==> src/rtl/sap_pkg.sv <==
// Shared definitions for the SAP core: opcodes, FSM states, field widths.
package sap_pkg;

  localparam int OPCODE_W = 4;

  typedef enum logic [OPCODE_W-1:0] {
    OP_NOP = 4'h0,
    OP_LDA = 4'h1,
    OP_ADD = 4'h2,
    OP_SUB = 4'h3,
    OP_STA = 4'h4,
    OP_LDI = 4'h5,
    OP_JMP = 4'h6,
    OP_JC  = 4'h7,
    OP_JZ  = 4'h8,
    OP_OUT = 4'hE,
    OP_HLT = 4'hF
  } opcode_t;

  typedef enum logic [2:0] {
    ST_F1   = 3'd0,
    ST_F2   = 3'd1,
    ST_E1   = 3'd2,
    ST_E2   = 3'd3,
    ST_E3   = 3'd4,
    ST_HALT = 3'd5
  } state_t;

endpackage

==> src/rtl/sap_ram.sv <==
// Program/data RAM: one synchronous write port, one combinational read port.
// Contents have no reset so a loaded program survives clr.
module sap_ram #(
  parameter int WIDTH  = 8,
  parameter int ADDR_W = 4
) (
  input  logic              clk,
  input  logic              we,
  input  logic [ADDR_W-1:0] waddr,
  input  logic [WIDTH-1:0]  wdata,
  input  logic [ADDR_W-1:0] raddr,
  output logic [WIDTH-1:0]  rdata
);

  logic [WIDTH-1:0] mem [2**ADDR_W];

  // Synchronous write
  always_ff @(posedge clk) begin
    if (we) mem[waddr] <= wdata;
  end

  assign rdata = mem[raddr];

endmodule

==> src/rtl/sap_core.sv <==
// SAP-1 style accumulator CPU with variable-length instruction cycles.
// Each instruction runs F1/F2 (fetch) then E1..E3 as needed and returns to F1
// as soon as it is done. out/out_valid are registered: out_valid is high in
// the cycle in which out first shows the newly written value.
module sap_core
  import sap_pkg::*;
#(
  parameter int WIDTH  = 8,
  parameter int ADDR_W = 4
) (
  input  logic              clk,
  input  logic              clr,
  input  logic              prog_we,
  input  logic [ADDR_W-1:0] prog_addr,
  input  logic [WIDTH-1:0]  prog_data,
  output logic [WIDTH-1:0]  out,
  output logic              out_valid,
  output logic              halted,
  output logic [WIDTH-1:0]  bus
);

  if (WIDTH < OPCODE_W + ADDR_W) begin : g_bad_width
    $error("sap_core: WIDTH must be at least 4 + ADDR_W");
  end

  state_t            state, state_next;
  logic [ADDR_W-1:0] pc, mar;
  logic [WIDTH-1:0]  ir, a, b;
  logic              z, c;

  opcode_t           opcode;
  logic [ADDR_W-1:0] operand;
  logic [WIDTH-1:0]  operand_ext;
  logic [WIDTH-1:0]  ram_rdata;

  logic [WIDTH:0]    alu_sum, alu_diff;
  logic [WIDTH-1:0]  alu_result;
  logic              alu_carry;

  logic              ram_we;
  logic [ADDR_W-1:0] ram_waddr;
  logic [WIDTH-1:0]  ram_wdata;
  logic              sta_write;

  assign opcode      = opcode_t'(ir[WIDTH-1 -: OPCODE_W]);
  assign operand     = ir[ADDR_W-1:0];
  assign operand_ext = {{(WIDTH-ADDR_W){1'b0}}, operand};
  assign halted      = (state == ST_HALT);

  // ALU: carry for ADD is the carry-out, for SUB it is "no borrow" (A >= B).
  assign alu_sum  = {1'b0, a} + {1'b0, b};
  assign alu_diff = {1'b0, a} - {1'b0, b};

  // Select ALU result and carry by opcode
  always_comb begin
    alu_result = alu_sum[WIDTH-1:0];
    alu_carry  = alu_sum[WIDTH];
    if (opcode == OP_SUB) begin
      alu_result = alu_diff[WIDTH-1:0];
      alu_carry  = ~alu_diff[WIDTH];
    end
  end

  // The write port belongs to program load while clr is high, otherwise to STA.
  assign sta_write = (state == ST_E2) && (opcode == OP_STA);
  assign ram_we    = clr ? prog_we   : sta_write;
  assign ram_waddr = clr ? prog_addr : mar;
  assign ram_wdata = clr ? prog_data : a;

  sap_ram #(
    .WIDTH  (WIDTH),
    .ADDR_W (ADDR_W)
  ) u_ram (
    .clk   (clk),
    .we    (ram_we),
    .waddr (ram_waddr),
    .wdata (ram_wdata),
    .raddr (mar),
    .rdata (ram_rdata)
  );

  // State register
  always_ff @(posedge clk) begin
    if (clr) state <= ST_F1;
    else     state <= state_next;
  end

  // Next-state: instructions leave for F1 as soon as their last step is done
  always_comb begin
    state_next = state;
    case (state)
      ST_F1: state_next = ST_F2;
      ST_F2: state_next = ST_E1;
      ST_E1: begin
        case (opcode)
          OP_LDA, OP_ADD, OP_SUB, OP_STA: state_next = ST_E2;
          OP_HLT:                         state_next = ST_HALT;
          default:                        state_next = ST_F1;
        endcase
      end
      ST_E2: begin
        if (opcode == OP_ADD || opcode == OP_SUB) state_next = ST_E3;
        else                                      state_next = ST_F1;
      end
      ST_E3:   state_next = ST_F1;
      ST_HALT: state_next = ST_HALT;
      default: state_next = ST_F1;
    endcase
  end

  // Datapath registers, updated according to the current T-state
  always_ff @(posedge clk) begin
    if (clr) begin
      pc        <= '0;
      mar       <= '0;
      ir        <= '0;
      a         <= '0;
      b         <= '0;
      z         <= 1'b0;
      c         <= 1'b0;
      out       <= '0;
      out_valid <= 1'b0;
    end else begin
      out_valid <= 1'b0;
      case (state)
        ST_F1: mar <= pc;
        ST_F2: begin
          ir <= ram_rdata;
          pc <= pc + ADDR_W'(1);
        end
        ST_E1: begin
          case (opcode)
            OP_LDA, OP_ADD, OP_SUB, OP_STA: mar <= operand;
            OP_LDI: a  <= operand_ext;
            OP_JMP: pc <= operand;
            OP_JC:  if (c) pc <= operand;
            OP_JZ:  if (z) pc <= operand;
            OP_OUT: begin
              out       <= a;
              out_valid <= 1'b1;
            end
            default: ;
          endcase
        end
        ST_E2: begin
          case (opcode)
            OP_LDA:         a <= ram_rdata;
            OP_ADD, OP_SUB: b <= ram_rdata;
            default: ;
          endcase
        end
        ST_E3: begin
          a <= alu_result;
          z <= (alu_result == '0);
          c <= alu_carry;
        end
        default: ;
      endcase
    end
  end

  // Bus view: whichever source the current T-state drives, else zero
  always_comb begin
    bus = '0;
    case (state)
      ST_F1: bus = {{(WIDTH-ADDR_W){1'b0}}, pc};
      ST_F2: bus = ram_rdata;
      ST_E1: begin
        case (opcode)
          OP_LDA, OP_ADD, OP_SUB, OP_STA,
          OP_LDI, OP_JMP, OP_JC, OP_JZ: bus = operand_ext;
          OP_OUT:                       bus = a;
          default:                      bus = '0;
        endcase
      end
      ST_E2: begin
        case (opcode)
          OP_LDA, OP_ADD, OP_SUB: bus = ram_rdata;
          OP_STA:                 bus = a;
          default:                bus = '0;
        endcase
      end
      ST_E3:   bus = alu_result;
      default: bus = '0;
    endcase
  end

endmodule

==> config.mk <==
export PLATFORM = sky130hd
export DESIGN_NAME = sap_core
export DESIGN_NICKNAME = d
export VERILOG_FILES = /design/src/rtl/sap_pkg.sv /design/src/rtl/sap_ram.sv /design/src/rtl/sap_core.sv
export SDC_FILE = /design/constraint.sdc
export NUM_CORES = 1
export LEC_CHECK = 0
export ABC_AREA = 1
export CAP_MARGIN = 10
export CORE_MARGIN = 10
export CORE_UTILIZATION = 50
export DETAILED_ROUTE_END_ITERATION = 6
export PLACE_DENSITY = 0.72
export SLEW_MARGIN = 25
export SYNTH_ARGS = -nofsm -noshare
export SYNTH_HDL_FRONTEND = slang
export SYNTH_HIERARCHICAL = 1
export SYNTH_SLANG_ARGS = --single-unit
export TNS_END_PERCENT = 1
==> constraint.sdc <==
create_clock -name clk -period 2.79 [get_ports clk]
set_input_delay 0.4185 -clock clk [delete_from_list [all_inputs] [get_ports clk]]
set_output_delay 0.4185 -clock clk [all_outputs]
set_load 0.02 [all_outputs]
; Yosys cells after proc, flatten, opt, wreduce, memory -nomap -nowiden
; Memories as Yosys holds them, arrays and structs flattened. A register that Yosys moved wholly into a read port is not among the register bits.
; Index checks and enable logic that the tools add are counted.
[word_totals]
elab_cells = 79
n_memories = 1
mem_bits_rw = 128
inputBits = 15
out_inout_bits = 18
ff_bits = 46
[op_classes]
n_eq_ne = 21
reduce_logical = 17
mux = 25
add_sub_neg = 3
bitwise = 2
[memory_table]
columns = memory, depth, width, read_ports, rd_clocked_by_memory_dff, wr, line_no
row1 = u_ram.mem, 16, 8, 1, 1, 1, sap_ram.sv:15  ; logic [WIDTH-1:0] mem [2**ADDR_W];
[op_table]
columns = operator, count
row1 = $pmux W8 S5, 1
row2 = $mux W8, 4
row3 = $pmux W8 S2, 2
row4 = $mux W4, 6
row5 = $pmux W8 S3, 1
row6 = $eq A4 B3 Y1 const B, 4
row7 = $pmux W4 S2, 2
row8 = $pmux W3 S5, 1
row9 = $eq A4 B4 Y1 const B, 3
row10 = $pmux W4 S3, 1
row11 = $add A8 B8 Y9, 1
row12 = $sub A8 B8 Y9, 1
row13 = $eq A4 B2 Y1 const B, 2
row14 = $logic_not A8 Y1, 1
row15 = $reduce_or A8 Y1, 1
row16 = $eq A3 B2 Y1 const B, 2
row17 = $eq A3 B3 Y1 const B, 2
row18 = $ne A3 B3 Y1 const B, 2
row19 = $pmux W3 S2, 1
row20 = $reduce_and A2 Y1, 3
row21 = $mux W1, 5
row22 = $add A4 B1 Y4 const B, 1
row23 = $eq A4 B1 Y1 const B, 1
row24 = $ne A2 B1 Y1 const B, 2
row25 = other kinds (15), 18

; Logic depth before layout (Yosys ltp)
; Gate-level depths: netlist of run 1.
[logic_depth]
ltp_word = 6
ltp_mapped = 15
depth_no_buf = 14

; Modules after synthesis
; Netlist of run 1, hierarchy kept.
[modules_own_cells]
columns = module, area_each_um2, cells_per_inst, instances, seq_area_each_um2
row1 = sap_ram, 5606.6, 543, 1, 3843.7
row2 = sap_core, 3196.8, 509, 1, 920.9

; Worst setup path before layout of run 1
; No wires, ideal clock.
[synth_path]
path_kind = register to output
start = register a[0]
end = output bus[6]
path_stages_with_launch = 12
slack_ns = 0.523
n_path_buf = 0
required_ns = 2.372
arrival_ns = 1.849
path_cell_list = dfxtp_1 -> inv_1 -> ha_1 -> fa_1 -> nor2_1 -> nor2_1 -> nor2_1 -> nor2_1 -> nand2_1 -> nand3_1 -> nand3_1 -> nand4_1
[synth_via]
elab_chain_len = 3
elab_cells_between_ends = 4
classes_between = add/sub: 2 / mux: 2
[synth_lines]
columns = element, line_no
row1 = "start, declared", sap_core.sv:28  ; logic [WIDTH-1:0] ir, a, b;
row2 = "start signal, assigned", sap_core.sv:134  ; OP_LDI: a <= operand_ext;
row3 = "start signal, assigned", sap_core.sv:147  ; OP_LDA: a <= ram_rdata;
row4 = "start signal, assigned", sap_core.sv:153  ; a <= alu_result;
row5 = $add A8 B8 Y9 or $sub A8 B8 Y9 (tied branches), "sap_core.sv:51, sap_core.sv:52"
row6 = $mux W8 *, sap_core.sv:58  ; if (opcode == OP_SUB) begin
row7 = $pmux W8 S5 *, sap_core.sv:165  ; case (state)
row8 = "end, declared", sap_core.sv:19  ; output logic [WIDTH-1:0] bus
; Mark *: on every way between the ends. The rest lies on a longest branch, timed or not.

==> impl_metrics.json, run 1 <==
{
  "cp_common_cell": "nand3_1",
  "fin_nets": 1183,
  "insertedDiodeCount": 0,
  "crit_arrival_ns": 2.41,
  "die_height_um": 153,
  "path_max_fanout": 14,
  "max_freq_mhz": 353,
  "final_core_util_pct": 62.0,
  "place_hpwl_mm": 16.5,
  "drc": 0,
  "status": "finished, violations left",
  "r2r_slack_ns": 0.50,
  "vias": 7387,
  "dieArea_um2": 23300,
  "syn_nets": 1086,
  "drive_gt1_share_pct": 16.1,
  "htree_levels": 4,
  "insertion_delay_ns": 0.43,
  "reg2reg_depth": 10,
  "synth_warnings": 6,
  "violations": "setup timing",
  "crit_slowest_cell": "dfxtp_4",
  "cts_buffers": 17,
  "startpoint": "mar[0]",
  "crit_family": "simple AND/OR/NAND/NOR gates",
  "synth_top_area_cell": "edfxtp_1",
  "dp_slack_ns": -0.0979,
  "cts_hold_repair.buffers": 0,
  "grt_usage_pct": 19.6,
  "area_growth_pct": 21.8,
  "grt_pass1_wl_mm": 36.7,
  "cap_violations": 0,
  "finalHoldViolCount": 0,
  "fin_ws_ns": -0.0409,
  "layout_commonest_cell": "nand2_1",
  "gp_congestion": 0.933,
  "io_buffers": 32,
  "ys_ff_latch": 174,
  "setup_viol_count_final": 1,
  "rsz0062_at_grt": "true",
  "firstDrtPassIters": 5,
  "min_from": "out[7]",
  "fin_crit_sh_pct": 101,
  "antenna_found_initial": 0,
  "power.leakage_nw": 4.76,
  "start_util_pct": 50.9,
  "start_kind": "flip-flop",
  "grt_pass1_vias": 6879,
  "yosysTopAreaCellShare_pct": 43.7,
  "tns_ns": -0.0409,
  "wl_per_cell_um": 17.0,
  "fin_skew_ns": 0.00856,
  "synthTopCellsByArea": "edfxtp_1 44%, nand2_1 14%, dfxtp_1 10%",
  "fillers": 1450,
  "avgSynthCellArea_um2": 8.37,
  "fin_cells": 1387,
  "drv_slew": 0,
  "hold_class": "reg -> reg",
  "cts_root_buffer": "clkbuf_16",
  "rows": 48,
  "synth_area_um2": 8800,
  "die_w_um": 153,
  "powerDensity_nw_per_um2": 666,
  "cts_tree": "yes",
  "tightest_slew_ns": 0.775,
  "period_minus_slack_ns": 2.83,
  "synthDistinctLibCells": 37,
  "overflow": 0,
  "pin_count": 33,
  "worstPathRequired_ns": 2.37,
  "finalWirelength_mm": 23.5,
  "r2r-start": "state[2]",
  "place_inst": 1354,
  "cts.sinks": 174,
  "slew_headroom_pct": 48.2,
  "cts_buffer_depth": 2,
  "synth_cells": 1052,
  "seq_area_frac_synth_pct": 54.1,
  "final_cell_mix": "322 x nand2_1, 163 x inv_1, 128 x edfxtp_1",
  "ant_nets": 0,
  "cpPeakStageDelay_ns": 0.39,
  "cp_cell_sequence": "buf_12 -> buf_12 -> nand2_1 -> nand3_1 -> nand3_1 -> nand3_1 -> nand2_1 -> inv_1 -> nor2_1 -> a211oi_2 -> o2111ai_2 -> buf_2",
  "end_kind": "output pin",
  "clkTransAtPathRegs_ns": 0.07,
  "core_area_um2": 17300,
  "critPathKind": "reg -> out",
  "hold_depth": 2,
  "viasPerCell": 5.33,
  "timing.hold.ws_ns": 0.466,
  "crit_buf_inv": 4,
  "grt_max_degree": 32,
  "peakVddDrop_mv": 0.527,
  "crit_cells": 12,
  "drtIter0Drc": 798
}
## Yosys cell counts (all sizes together)
cell type and count:
ha 17, a31oi 9, a211oi 1, edfxtp 128
a41oi 2, nor3 3, o21ai 34, nand4 10
dfxtp 46, a2111oi 1, a221oi 1, o22ai 2
nand3b 4, fa 2, a32oi 1, a22oi 4
inv 176, xor2 3, and3 1, nand3 128
nand2 335, clkbuf 7, buf 32, o21bai 2
nor2 57, o2111ai 3, a21oi 43
## kinds of logic (layout without fill, tap and decap cells)
group	count (synthesis)	after routing	synth area share, %
AO/OA/AOI/OAI	103	103	6.72
buffers and inverters	215	325	10.3
XOR/XNOR	3	3	0.299
flip-flops	174	174	54.1
AND/OR/NAND/NOR	538	538	25.7
adder cells (fa/ha/maj)	19	19	2.87
## power breakdown
group	switching [mW]	internal, mW	total, mW
clock	1.03	1.43	2.46
combinational	1.07	0.655	1.72
sequential	0.0719	2.89	2.96
## stage by stage
stage	power, mW	area [um2]
floorplan	3.96	8800
global placement	4.61	9890
global route	7.43	10700
detailed placement	4.62	9890
CTS	7.06	10500
finish	7.14	10700
## registers in the layout, summed over array words and instances (netlist names), 3 cells and up
register,cells
a,8
b,8
ir,8
mar,4
out,8
pc,4
state,3
u_ram/mem,128
## what timing repair did
item | CTS | global route
setup buffers | 0 | 1
hold endpoints to repair | 0 | 0
cloned | 0 | 0
setup endpoints to repair | 8 | 8
pin swaps | 3 | 8
resized for setup | 44 | 50
## worst paths after layout
check | to
worst max register to register | u_ram/mem[7][0]
worst min-delay path | out[7]
worst max-delay path | bus[0]
worst min register to register | out[7]
## routing by layer
metal | up-vias | track usage [%] | part of all wire [%]
li1 | 3604 | - | -
met1 | 3446 | 27.1 | 44
met2 | 308 | 30.6 | 46
met3 | 29 | 3.84 | 8.2
met4 | 0 | 5.40 | 1.7
met5 | - | 0 | 0
## layout make-up
type                       instances  area [um2]  area share [%]
sequential                       174        4770            44.5
multi-input combinational        663        3320            31.0
timing repair buffer             117        1070            9.98
inverter                         176         666            6.21
clock buffer                      19         433            4.04
tap                              225         282            2.63
clock inverter                    13         178            1.66
## tightest hold or removal path, stage by stage, from the launching register on
cell and delay [ns]:
dfxtp_1 0.31, nand2_1 0.06, a21oi_1 0.05
No activity file was read; power rests on OpenSTA's default activity.
==> run 2, diff against run 1 <==
--- a/config.mk
+++ b/config.mk
@@ -7,7 +7,7 @@
 export LEC_CHECK = 0
 export ABC_AREA = 1
 export CAP_MARGIN = 10
-export CORE_MARGIN = 10
+export CORE_MARGIN = 2
 export CORE_UTILIZATION = 50
 export DETAILED_ROUTE_END_ITERATION = 6
 export PLACE_DENSITY = 0.72
==> run 2 against run 1 <==
Net effect: the run still ends with setup timing left; critical endpoint is now bus[3]; highest routed layer unchanged; cell count fell by 0.22%; flip-flop and latch count did not move; setup slack improved by 0.021 ns; combinational power barely moved; first-iteration DRC count fell by 2.6%; die area fell by 20%; non-clock buffer count fell by 3; global-route usage rose by 6.5 points; via count rose by 0.85%.
==> impl_metrics.json, run 2 (synthesized netlist as in run 1, its figures left out) <==
{
  "met1_usage_pct": 37.8,
  "fin_nets": 1180,
  "grt_pass1_vias": 6777,
  "pwr-share-seq_pct": 43.0,
  "timing.hold.ws_ns": 0.463,
  "firstDrtPassIters": 6,
  "setup_viol_count_final": 1,
  "cap_violations": 0,
  "cts_root_buffer": "clkbuf_16",
  "fin_crit_sh_pct": 101,
  "wl_per_cell_um": 16.9,
  "drtIter0Drc": 777,
  "finalHoldViolCount": 0,
  "grt_usage_pct": 26.1,
  "tightest_slew_ns": 0.700,
  "power.leakage_nw": 4.67,
  "cpPeakStageDelay_ns": 0.37,
  "crit_family": "simple AND/OR/NAND/NOR gates",
  "rsz0062_at_grt": "true",
  "pin_count": 33,
  "place_inst": 1351,
  "use_met3_pct": 6.26,
  "drv_slew": 0,
  "overflow": 0,
  "start_util_pct": 51.1,
  "finalWirelength_mm": 23.5,
  "cp_common_cell": "nand2_1",
  "place_hpwl_mm": 16.6,
  "cts_buffers": 17,
  "dieArea_um2": 18700,
  "drive_gt1_share_pct": 15.0,
  "grt_max_degree": 29,
  "powerDensity_nw_per_um2": 652,
  "fin_cells": 1384,
  "cts_buffer_depth": 2,
  "final_cell_mix": "324 x nand2_1, 163 x inv_1, 128 x edfxtp_1",
  "peakVddDrop_mv": 0.451,
  "p_sw_mw": 2.14,
  "crit_slowest_cell": "a2111oi_2",
  "fin_skew_ns": 0.00802,
  "layout_commonest_cell": "nand2_1",
  "antenna_found_initial": 0,
  "max_freq_mhz": 356,
  "vias": 7450,
  "grt_pass1_wl_mm": 36.4,
  "fin_ws_ns": -0.0195,
  "internal-power_mw": 4.73,
  "crit_arrival_ns": 2.39,
  "htree_levels": 4,
  "ant_nets": 0,
  "viasPerCell": 5.38,
  "status": "finished, violations left",
  "path_max_fanout": 11,
  "drc": 0,
  "dp_slack_ns": -0.0261,
  "insertion_delay_ns": 0.44,
  "end_kind": "output pin",
  "largest_register_ffs": 128,
  "core_area_um2": 17200,
  "hold_class": "reg -> reg",
  "start_kind": "flip-flop",
  "rows": 48,
  "grt_util_met2_pct": 39.2,
  "cts.sinks": 174,
  "busiest_layer": "met2",
  "pwr-share-comb_pct": 24.7,
  "critPathKind": "reg -> out",
  "period_minus_slack_ns": 2.81,
  "swShare_pct": 31.1,
  "die_w_um": 137,
  "area_growth_pct": 19.7,
  "clkTransAtPathRegs_ns": 0.06,
  "clockPowerShare_pct": 32.3,
  "cts_hold_repair.buffers": 0,
  "violations": "setup timing",
  "tns_ns": -0.0195,
  "die_height_um": 137,
  "cp_cell_sequence": "buf_12 -> buf_8 -> nand2_1 -> nand2_1 -> nand2_1 -> nand3_1 -> nand3_1 -> nand2_2 -> nand2_1 -> o22ai_1 -> a2111oi_2 -> nand2_1 -> buf_2",
  "regMostFlops": "u_ram/mem",
  "crit_buf_inv": 3,
  "gp_congestion": 0.947,
  "io_buffers": 32,
  "worstPathRequired_ns": 2.37,
  "insertedDiodeCount": 0,
  "cts_tree": "yes",
  "slew_headroom_pct": 53.2
}
-- run 2: changes by cell type in the layout (fill, tap and decap cells not counted), moves of 2 or more --
| cell | change |
|---|---|
| nand2_2 | -2 |
| buf_12 | -3 |
| bufinv_16 | -2 |
| ha_4 | -2 |
| o21ai_0 | -2 |
| o21ai_1 | +4 |
| nand2_1 | +2 |
| clkinv_1 | +4 |
| ha_2 | +2 |
| buf_6 | -2 |
| o21ai_2 | -2 |
-- run 2: through the flow --
step | area, um2 | power [mW] | util (%)
2_1_floorplan | 8800 | 3.96 | -
3_3_place_gp | 9830 | 4.58 | 57.0
3_5_place_dp | 9830 | 4.60 | 57.0
4_1_cts | 10400 | 6.80 | 60.4
5_1_grt | 10500 | 7.16 | 61.1
6_report | 10500 | 6.87 | 61.1
-- run 2: path summary, 6_finish.rpt --
kind / from / endpoint / slack (ns) / cells after the start
setup / recovery: mar[0] / bus[3] / -0.02 / 13
hold / removal: out[3] / out[3] / 0.46 / 2
setup reg to reg: ir[5] / u_ram/mem[14][4] / 0.33 / 8
hold reg to reg: out[3] / out[3] / 0.46 / 2
-- run 2: routing by layer --
| layer | wire (um) | up-vias |
|---|---|---|
| li1 | - | 3603 |
| met2 | 10600 | 312 |
| met4 | 509 | 0 |
| met5 | 0 | - |
| met3 | 1900 | 43 |
| met1 | 10500 | 3492 |
-- run 2: worst register-to-register path: stages (launching register included) --
cell and delay, ns:
dfxtp_1 0.33, inv_1 0.16, nand2_1 0.10, nor2_1 0.25
nand2_1 0.24, o21ai_1 0.39, nand3_1 0.22, nor2_1 0.27
buf_4 0.22
-- run 2: cell type report --
| cell class | count | area [um2] |
|---|---|---|
| fill | 1471 | 6700 |
| sequential | 174 | 4770 |
| multi-input combinational | 663 | 3280 |
| timing repair buffer | 114 | 997 |
| inverter | 176 | 668 |
| clock buffer | 18 | 429 |
| tap | 225 | 282 |
| clock inverter | 14 | 118 |
-- run 2: power groups by stage --
stage                     logic (mW)  registers [mW]  clock network [mW]
final                           1.70            2.96                2.22
after global routing            1.84            2.96                2.35
after CTS                       1.61            2.95                2.24
after detailed placement        1.59            3.00                   0
after global placement          1.58            3.00                   0
after floorplan                0.969            2.99                   0
-- run 2: what timing repair did --
| action | in CTS | in global routing |
|---|---|---|
| gates resized for setup | 46 | 36 |
| buffers inserted | 0 | 1 |
| setup endpoints to repair | 8 | 14 |
| pin swaps | 4 | 7 |
